## config.mk

```make
export PLATFORM = sky130hd
export DESIGN_NAME = block_sprite_renderer
export DESIGN_NICKNAME = d
export VERILOG_FILES = /design/src/rtl/block_pkg.sv /design/src/rtl/block_motion_fsm.sv /design/src/rtl/block_sprite_renderer.sv
export SDC_FILE = /design/constraint.sdc
export NUM_CORES = 1
export LEC_CHECK = 0
export ABC_AREA = 1
export CORE_MARGIN = 1.5
export CORE_UTILIZATION = 35
export DETAILED_ROUTE_END_ITERATION = 8
export GPL_ROUTABILITY_DRIVEN = 0
export GPL_TIMING_DRIVEN = 0
export PLACE_DENSITY = 0.64
export SLEW_MARGIN = 10
export SYNTH_ARGS = -nofsm -noshare
export SYNTH_HDL_FRONTEND = slang
export SYNTH_SLANG_ARGS = --single-unit
```

## constraint.sdc

```tcl
create_clock -name Clk -period 2.56 [get_ports Clk]
set_clock_uncertainty 0.2 [all_clocks]
set_input_delay 0.512 -clock Clk [delete_from_list [all_inputs] [get_ports Clk]]
set_output_delay 0.512 -clock Clk [all_outputs]
set_load 0.05 [all_outputs]
```

## src/rtl/block_pkg.sv

```systemverilog
// Shared types and screen constants for the pushable stone block.
package block_pkg;

  localparam int SCREEN_W = 640;
  localparam int SCREEN_H = 480;
  localparam int COORD_W  = 10;

  typedef enum logic [1:0] {
    REST    = 2'd0,
    SLIDE_L = 2'd1,
    SLIDE_R = 2'd2,
    FALL    = 2'd3
  } box_state_t;

  // Saturating upper clamp on 11-bit screen arithmetic.
  function automatic logic [COORD_W:0] clamp_hi(input logic [COORD_W:0] v,
                                                input logic [COORD_W:0] lim);
    return (v > lim) ? lim : v;
  endfunction

endpackage

```

## src/rtl/block_motion_fsm.sv

```systemverilog
// Per-frame push/gravity FSM holding the block's top-left screen position.
module block_motion_fsm
  import block_pkg::*;
#(
  parameter int BOX_SIZE  = 32,
  parameter int X_INIT    = 304,
  parameter int Y_INIT    = 224,
  parameter int X_MIN     = 0,
  parameter int X_MAX     = SCREEN_W,
  parameter int Y_MAX     = SCREEN_H,
  parameter int PUSH_STEP = 1,
  parameter int FALL_STEP = 2
) (
  input  logic               clk,
  input  logic               reset,
  input  logic               frame_tick,
  input  logic               push_left,
  input  logic               push_right,
  input  logic               floor_below,
  output logic [COORD_W-1:0] box_x,
  output logic [COORD_W-1:0] box_y
);

  localparam logic [COORD_W:0] X_LO   = (COORD_W+1)'(X_MIN);
  localparam logic [COORD_W:0] X_HI   = (COORD_W+1)'(X_MAX - BOX_SIZE);
  localparam logic [COORD_W:0] Y_HI   = (COORD_W+1)'(Y_MAX - BOX_SIZE);
  localparam logic [COORD_W:0] PSTEP  = (COORD_W+1)'(PUSH_STEP);
  localparam logic [COORD_W:0] FSTEP  = (COORD_W+1)'(FALL_STEP);

  box_state_t         state_r, state_nxt_s;
  logic [COORD_W-1:0] x_r, y_r, x_nxt_s, y_nxt_s;
  logic [COORD_W:0]   x_ext_s, y_ext_s, x_left_s, x_right_s, y_fall_s;

  // Candidate positions for each move, all widened so nothing wraps at an edge.
  always_comb begin
    x_ext_s   = {1'b0, x_r};
    y_ext_s   = {1'b0, y_r};
    y_fall_s  = clamp_hi(y_ext_s + FSTEP, Y_HI);
    x_right_s = clamp_hi(x_ext_s + PSTEP, X_HI);
    if (x_ext_s < X_LO + PSTEP) begin
      x_left_s = X_LO;
    end else begin
      x_left_s = x_ext_s - PSTEP;
    end
  end

  // Next state and position; gravity outranks pushes, and nothing moves off-tick.
  always_comb begin
    state_nxt_s = state_r;
    x_nxt_s     = x_r;
    y_nxt_s     = y_r;
    if (frame_tick) begin
      if (!floor_below) begin
        state_nxt_s = FALL;
        y_nxt_s     = y_fall_s[COORD_W-1:0];
      end else if (push_left ^ push_right) begin
        if (push_left) begin
          state_nxt_s = SLIDE_L;
          x_nxt_s     = x_left_s[COORD_W-1:0];
        end else begin
          state_nxt_s = SLIDE_R;
          x_nxt_s     = x_right_s[COORD_W-1:0];
        end
      end else begin
        state_nxt_s = REST;
      end
    end else begin
      state_nxt_s = state_r;
    end
  end

  // State and position registers.
  always_ff @(posedge clk) begin
    if (reset) begin
      state_r <= REST;
      x_r     <= COORD_W'(X_INIT);
      y_r     <= COORD_W'(Y_INIT);
    end else begin
      state_r <= state_nxt_s;
      x_r     <= x_nxt_s;
      y_r     <= y_nxt_s;
    end
  end

  assign box_x = x_r;
  assign box_y = y_r;

endmodule

```

## src/rtl/block_sprite_renderer.sv

```systemverilog
// Stone-block sprite: motion FSM plus a 2-stage render pipeline into block_palette.
module block_sprite_renderer
  import block_pkg::*;
#(
  parameter int         BOX_SIZE        = 32,
  parameter int         X_INIT          = 304,
  parameter int         Y_INIT          = 224,
  parameter int         X_MIN           = 0,
  parameter int         X_MAX           = SCREEN_W,
  parameter int         Y_MAX           = SCREEN_H,
  parameter int         PUSH_STEP       = 1,
  parameter int         FALL_STEP       = 2,
  parameter logic [3:0] TRANSPARENT_IDX = 4'h6,
  localparam int        ADDR_W          = $clog2(BOX_SIZE * BOX_SIZE),
  localparam int        LOG_B           = $clog2(BOX_SIZE)
) (
  input  logic               Clk,
  input  logic               Reset,
  input  logic               frame_tick,
  input  logic               push_left,
  input  logic               push_right,
  input  logic               floor_below,
  input  logic               pixel_valid,
  input  logic [COORD_W-1:0] DrawX,
  input  logic [COORD_W-1:0] DrawY,
  output logic [ADDR_W-1:0]  rom_addr,
  input  logic [3:0]         rom_data,
  output logic [3:0]         index,
  output logic               block_hit,
  output logic               out_valid,
  output logic [COORD_W-1:0] BoxX,
  output logic [COORD_W-1:0] BoxY
);

  logic [COORD_W:0]  dx_ext_s, dy_ext_s, bx_ext_s, by_ext_s, dx_off_s, dy_off_s;
  logic              inside_s;
  logic [ADDR_W-1:0] addr_s, rom_addr_r;
  logic              s1_valid_r, s1_inside_r, s2_valid_r, s2_inside_r;
  logic              hit_s;
  logic [3:0]        index_s;

  block_motion_fsm #(
    .BOX_SIZE (BOX_SIZE),
    .X_INIT   (X_INIT),
    .Y_INIT   (Y_INIT),
    .X_MIN    (X_MIN),
    .X_MAX    (X_MAX),
    .Y_MAX    (Y_MAX),
    .PUSH_STEP(PUSH_STEP),
    .FALL_STEP(FALL_STEP)
  ) u_motion (
    .clk        (Clk),
    .reset      (Reset),
    .frame_tick (frame_tick),
    .push_left  (push_left),
    .push_right (push_right),
    .floor_below(floor_below),
    .box_x      (BoxX),
    .box_y      (BoxY)
  );

  // Hit test against the current (pre-tick) position; offsets become the texel address.
  always_comb begin
    dx_ext_s = {1'b0, DrawX};
    dy_ext_s = {1'b0, DrawY};
    bx_ext_s = {1'b0, BoxX};
    by_ext_s = {1'b0, BoxY};
    dx_off_s = dx_ext_s - bx_ext_s;
    dy_off_s = dy_ext_s - by_ext_s;
    inside_s = pixel_valid
             && (dx_ext_s >= bx_ext_s) && (dx_ext_s < bx_ext_s + (COORD_W+1)'(BOX_SIZE))
             && (dy_ext_s >= by_ext_s) && (dy_ext_s < by_ext_s + (COORD_W+1)'(BOX_SIZE));
    addr_s   = {dy_off_s[LOG_B-1:0], dx_off_s[LOG_B-1:0]};
  end

  // S1/S2 pipeline; the ROM address only moves for pixels inside the block.
  always_ff @(posedge Clk) begin
    if (Reset) begin
      s1_valid_r  <= 1'b0;
      s1_inside_r <= 1'b0;
      s2_valid_r  <= 1'b0;
      s2_inside_r <= 1'b0;
      rom_addr_r  <= '0;
    end else begin
      s1_valid_r  <= pixel_valid;
      s1_inside_r <= inside_s;
      s2_valid_r  <= s1_valid_r;
      s2_inside_r <= s1_inside_r;
      if (inside_s) begin
        rom_addr_r <= addr_s;
      end else begin
        rom_addr_r <= rom_addr_r;
      end
    end
  end

  // Colour-keyed texels fall through to whatever lies behind the block.
  always_comb begin
    hit_s   = 1'b0;
    index_s = 4'h0;
    if (s2_valid_r && s2_inside_r && (rom_data != TRANSPARENT_IDX)) begin
      hit_s   = 1'b1;
      index_s = rom_data;
    end else begin
      hit_s   = 1'b0;
      index_s = 4'h0;
    end
  end

  assign rom_addr  = rom_addr_r;
  assign out_valid = s2_valid_r;
  assign block_hit = hit_s;
  assign index     = index_s;

endmodule

```

Yosys cells after proc, flatten, opt, wreduce, memory -nomap -nowiden:

Index checks and enable logic that the tools add are counted.

* flip-flop bits (word level): 34
* output and inout port bits: 36
* word-level logic and storage cells: 38

* add/sub/neg operators: 7
* order comparisons: 7
* eq/ne operators: 1
* multiplexer cells: 6
* bitwise gates (word level): 2
* reduce and logical (&&, ||, !) cells: 8

Operators by type and width (number)
* 10-bit 2-to-1 mux: 4
* 10-bit by 6-bit adder with 11-bit output, second input constant: 2
* 10-bit by 11-bit < comparator with 1-bit output: 2
* 10-bit greater-or-equal comparator: 2
* 10-bit by 1-bit adder with 11-bit output, second input constant: 1
* 10-bit by 2-bit adder with 11-bit output, second input constant: 1
* 11-bit by 10-bit > comparator with 1-bit output, second input constant: 1
* 11-bit by 9-bit > comparator with 1-bit output, second input constant: 1
* 10-bit by 1-bit < comparator with 1-bit output, second input constant: 1
* 10-bit by 1-bit subtractor with 10-bit output, second input constant: 1
* 5-bit subtractor: 2
* 1-bit logical AND: 6
* 4-bit 2-to-1 mux: 1
* 4-bit by 3-bit inequality test with 1-bit output, second input constant: 1
* 3-bit AND reduction: 1
* 2-bit AND reduction: 1
* 1-bit 2-to-1 mux: 1
* 1-bit NOT: 1
* 1-bit XOR: 1

Longest topological paths before layout:

* word-level depth: 5
* gate-level depth with buffers: 16
* mapped depth without buffers: 15

Cells and area by module:

A second synthesis with hierarchy kept.

* cell total of the unflattened synthesis: 543
* area total of the unflattened synthesis: 3348.2 um^2

Modules (own cells, without submodules)
* block_sprite_renderer: times used 1, cells each 289, area an instance 1823.0 um^2, sequential area each 280.3 um^2
* block_motion_fsm: times used 1, cells each 254, area an instance 1525.2 um^2, sequential area each 380.4 um^2

Worst setup path after synthesis:

OpenSTA, ideal clock, no wires.

* kind: register to output
* from: register s2_valid_r (netlist: out_valid)
* to: output index[1]
* arrival time: 2.289 ns
* required time: 1.848 ns
* path slack: -0.441 ns
* stages on the path, launching flop included: 5
* path buffers: 0
* path through: dfxtp_1 nand2_1 nor2_1 inv_1 nor2_1

* word-level cells in the longest chain between the ends: 3

RTL lines
* start, declared: line block_sprite_renderer.sv:38 `logic s1_valid_r, s1_inside_r, s2_valid_r, s2_inside_r;`
* start signal, assigned: line block_sprite_renderer.sv:87 `s2_valid_r <= s1_valid_r;`
* 1-bit logical AND (2 in series): line block_sprite_renderer.sv:101 `if (s2_valid_r && s2_inside_r && (rom_data != TRANSPARENT_IDX)) begin`
* 4-bit 2-to-1 mux: line block_sprite_renderer.sv:101
* end, declared: line block_sprite_renderer.sv:28 `output logic [3:0] index,`

Every way passes these cells.

Worst setup path after layout:

* from: register u_motion.x_r[5] (netlist: u_motion.box_x[5])
* to: register s1_inside_r

* word-level cells in the longest chain between the ends: 5
* elaborated cells on any way between the ends: 7
* those cells by class: 1 x add/sub; 2 x order compare; 4 x reduce/logical

RTL lines
* start, declared: line block_motion_fsm.sv:31 `logic [COORD_W-1:0] x_r, y_r, x_nxt_s, y_nxt_s;`
* start signal, assigned: line block_motion_fsm.sv:76 `x_r <= COORD_W'(X_INIT);`
* start signal, assigned: line block_motion_fsm.sv:80 `x_r <= x_nxt_s;`
* 10-bit by 6-bit adder with 11-bit output / 10-bit greater-or-equal comparator (equally long branches): line block_sprite_renderer.sv:71 `&& (dx_ext_s >= bx_ext_s) && (dx_ext_s < bx_ext_s + (COORD_W+1)'(BOX_SIZE))`
* 10-bit by 11-bit < comparator with 1-bit output / 1-bit logical AND (equally long branches): line block_sprite_renderer.sv:71
* 1-bit logical AND *: line block_sprite_renderer.sv:71
* 1-bit logical AND * (2 in series): line block_sprite_renderer.sv:72 `&& (dy_ext_s >= by_ext_s) && (dy_ext_s < by_ext_s + (COORD_W+1)'(BOX_SIZE));`
* end signal, assigned: line block_sprite_renderer.sv:86 `s1_inside_r <= inside_s;`
* end, declared: line block_sprite_renderer.sv:38

Every way passes the cells marked *; elsewhere a longest branch is shown, timed or not.
A chain may end at the register's enable or synchronous reset.

==> flow_summary.yaml <==
run_status:
  status: "finished clean"
hold_path:
  hold_path_class: "flip-flop to flip-flop"
  min_from: "s1_valid_r"
worst_setup_path:
  rr_startpoint: "u_motion.box_x[5]"
  crit_start: "u_motion.box_x[5]"
  worstPathMaxFanout: 6
  worst-setup-path-type: "flip-flop to flip-flop"
  required_ns: 2.59
  crit_path_end_kind: "flip-flop"
  crit_arrival_ns: 2.53
  startpoint_type: "flip-flop"
finish:
  final_nets: 638
  area_growth_pct: 37.12
  seq_area_um2: 676.9
  stdcell_area_um2: 4202
  fill_cells: 850
  layout-drive-gt1-share_pct: 13.13
  multi_input_area_um2: 2175
  final_cells: 676
  n_antenna_cell: 0
synth:
  synth_area_leaders: "dfxtp_1 22%, ha_1 14%, nand2_1 14%"
  syn_avg_cell_area_um2: 6.292
  synth-main-ff-cell: "dfxtp_1"
  syn-cell-area_um2: 3064
  netlist_top_cells_count: "116 x nand2_1, 86 x inv_1, 59 x nor2_1"
  ys_seq_area_share_pct: 21.56
  yosysTopAreaCell: "dfxtp_1"
  ys_warn_count: 0
  synth_top_area_share_pct: 21.56
  syn_inst: 487
  synth-edff-count: 0
  async_flop_share_pct: 0
  yosysUniqueCellTypes: 30
  ys_ff_latch: 33
  yosysMostFrequentCell: "nand2_1"
placement:
  dp_hpwl_mm: 6.580
  placedCellCount: 658
  dpl_worst_slack_ns: -0.3397
  placed_area_um2: 3860
  port_buffers: 65
global_routing:
  use_met2_pct: 32.87
  grt_usage_pct: 18.68
  grt_max_degree: 12
  grt_antenna_before_repair: 0
  met3_usage_pct: 1.878
  grt_pass1_wl_mm: 13.59
  overflow: 0
  met1_usage_pct: 24.50
  busiest_layer: "met2"
  first_global_vias: 3011
floorplan:
  dieHeight_um: 96.57
  num_io_pins: 67
  die_x_um: 96.57
  rows: 33
  start_util_pct: 36.74
  dieArea_um2: 9325
  core_area_um2: 8341
timing:
  slew_violations: 0
  finalSetupViolCount: 0
  rsz0062_at_grt: "yes"
  relSlewSlack_pct: 64.63
  fin_ws_ns: 0.05842
  timing.final.crit_share_pct: 97.72
  maxClockFrequency_ghz: 0.3997
  finalCriticalPeriod_ns: 2.502
  worst_slew_pin_slew_ns: 0.5306
  hold_violations: 0
  setup_tns_ns: 0
cts:
  ctsHoldBuffers: 0
  cts_tree: "yes"
  htree_levels: 2
  cts_buffer_depth: 2
  numCtsBuffers: 5
  clk_pin_slew_ns: 0.08
  clk_latency_ns: 0.29
  root_buffer: "clkbuf_8"
  cts.sinks: 33
power_and_ir_drop:
  peakVddDrop_uv: 160.5
  p_leak_uw: 0.001967
  powerDensity_nw_per_um2: 369.1
route:
  routed_via_density: 4.882
  wl_per_cell_um: 12.65
  first_iter_violations: 127
  vias: 3300
  drc: 0
  totalWireLength_mm: 8.552
  dr.pass1.iters: 6
  ant_nets: 0
run:
  max-cap-violations: 0
[report_power, final]
| group | switching (µW) | internal (µW) |
|---|---|---|
| registers | 32.5 | 536 |
| clock network | 207 | 188 |
| logic | 350 | 237 |
| total | 590 | 961 |
[logic make-up after synthesis]
kind of cell / share of synthesized area, %
AOI/OAI and AO/OA: 10.45
other: 0.1224
DFF: 21.56
adders and majority gates: 15.60
xor gates and xnor gates: 7.718
buffers and inverters: 12.45
and+or+nand+nor: 32.10
[worst max-delay path, stage by stage (launching register included)]
cell and delay, ns:
dfxtp_4 0.41, clkinvlp_4 0.11, ha_1 0.29, inv_1 0.09, ha_4 0.21, inv_2 0.05
nor2_1 0.04, a21oi_1 0.14, nand3_1 0.11, nand2_1 0.09, nand2_2 0.08, nor2_4 0.17
nand3_4 0.11, buf_6 0.16, buf_12 0.12, nor2_4 0.05
[layout make-up]
| type | count | area share [%] |
|---|---|---|
| Multi-Input combinational cell | 359 | 51.76 |
| Timing Repair Buffer | 75 | 17.54 |
| Sequential cell | 33 | 16.11 |
| Inverter | 86 | 7.772 |
| Tap cell | 105 | 3.127 |
| Clock buffer | 5 | 1.638 |
| Buffer | 10 | 1.638 |
| Clock inverter | 3 | 0.4169 |
[flip-flops by register name, indices dropped and copies added (netlist names)]
name and flops:
u_motion.box_x 10, u_motion.box_y 9, rom_addr 10, s1_valid_r 1, s1_inside_r 1, out_valid 1, s2_inside_r 1
[final timing paths]
check	to	slack, ns	depth (start not counted)
worst max-delay path	s1_inside_r	0.06	15
worst min-delay path	out_valid	0.20	2
worst max register to register	s1_inside_r	0.06	15
worst min register to register	out_valid	0.20	2
[placed cells by master (no fill, tap or decap), types with 3 or more instances in the layout]
cell type          n
a21o_1             3
a21oi_1           29
buf_4              9
buf_6              5
clkbuf_1           4
clkbuf_8           5
clkdlybuf4s50_1   60
dfxtp_1           24
dfxtp_2            7
ha_1              33
inv_1             78
inv_2              7
nand2_1          106
nand2_2           10
nand3_1           27
nand4_1           18
nor2_1            49
nor2_2             7
nor2_4             4
nor3_1             4
o21ai_0           19
xnor2_1            6
xor2_1            20
[routing by layer]
metal	vias to the layer above	wire [µm]	part of all wire, %
met2	101	4020	47
met3	5	490	5.7
met5	-	0	0
li1	1716	-	-
met4	0	59	0.69
met1	1478	3981	47
[through the flow]
stage / hold slack [ns] / total power (µW) / util (%)
2_1_floorplan: 0.1883 / 934.4 / -
3_3_place_gp: 0.1920 / 1104 / 46.28
3_5_place_dp: 0.2001 / 1112 / 46.28
4_1_cts: 0.2062 / 1525 / 48.17
5_1_grt: 0.2290 / 1651 / 50.38
6_report: 0.2004 / 1551 / 50.38
[what timing repair did]
| item | 4_1_cts | 5_1_grt |
|---|---|---|
| setup endpoints to repair | 16 | 21 |
| resized for setup | 21 | 54 |
| buffers inserted | 4 | 4 |
| cloned | 0 | 2 |
| pin swaps | 1 | 22 |
(Power assumes the default switching activity.)
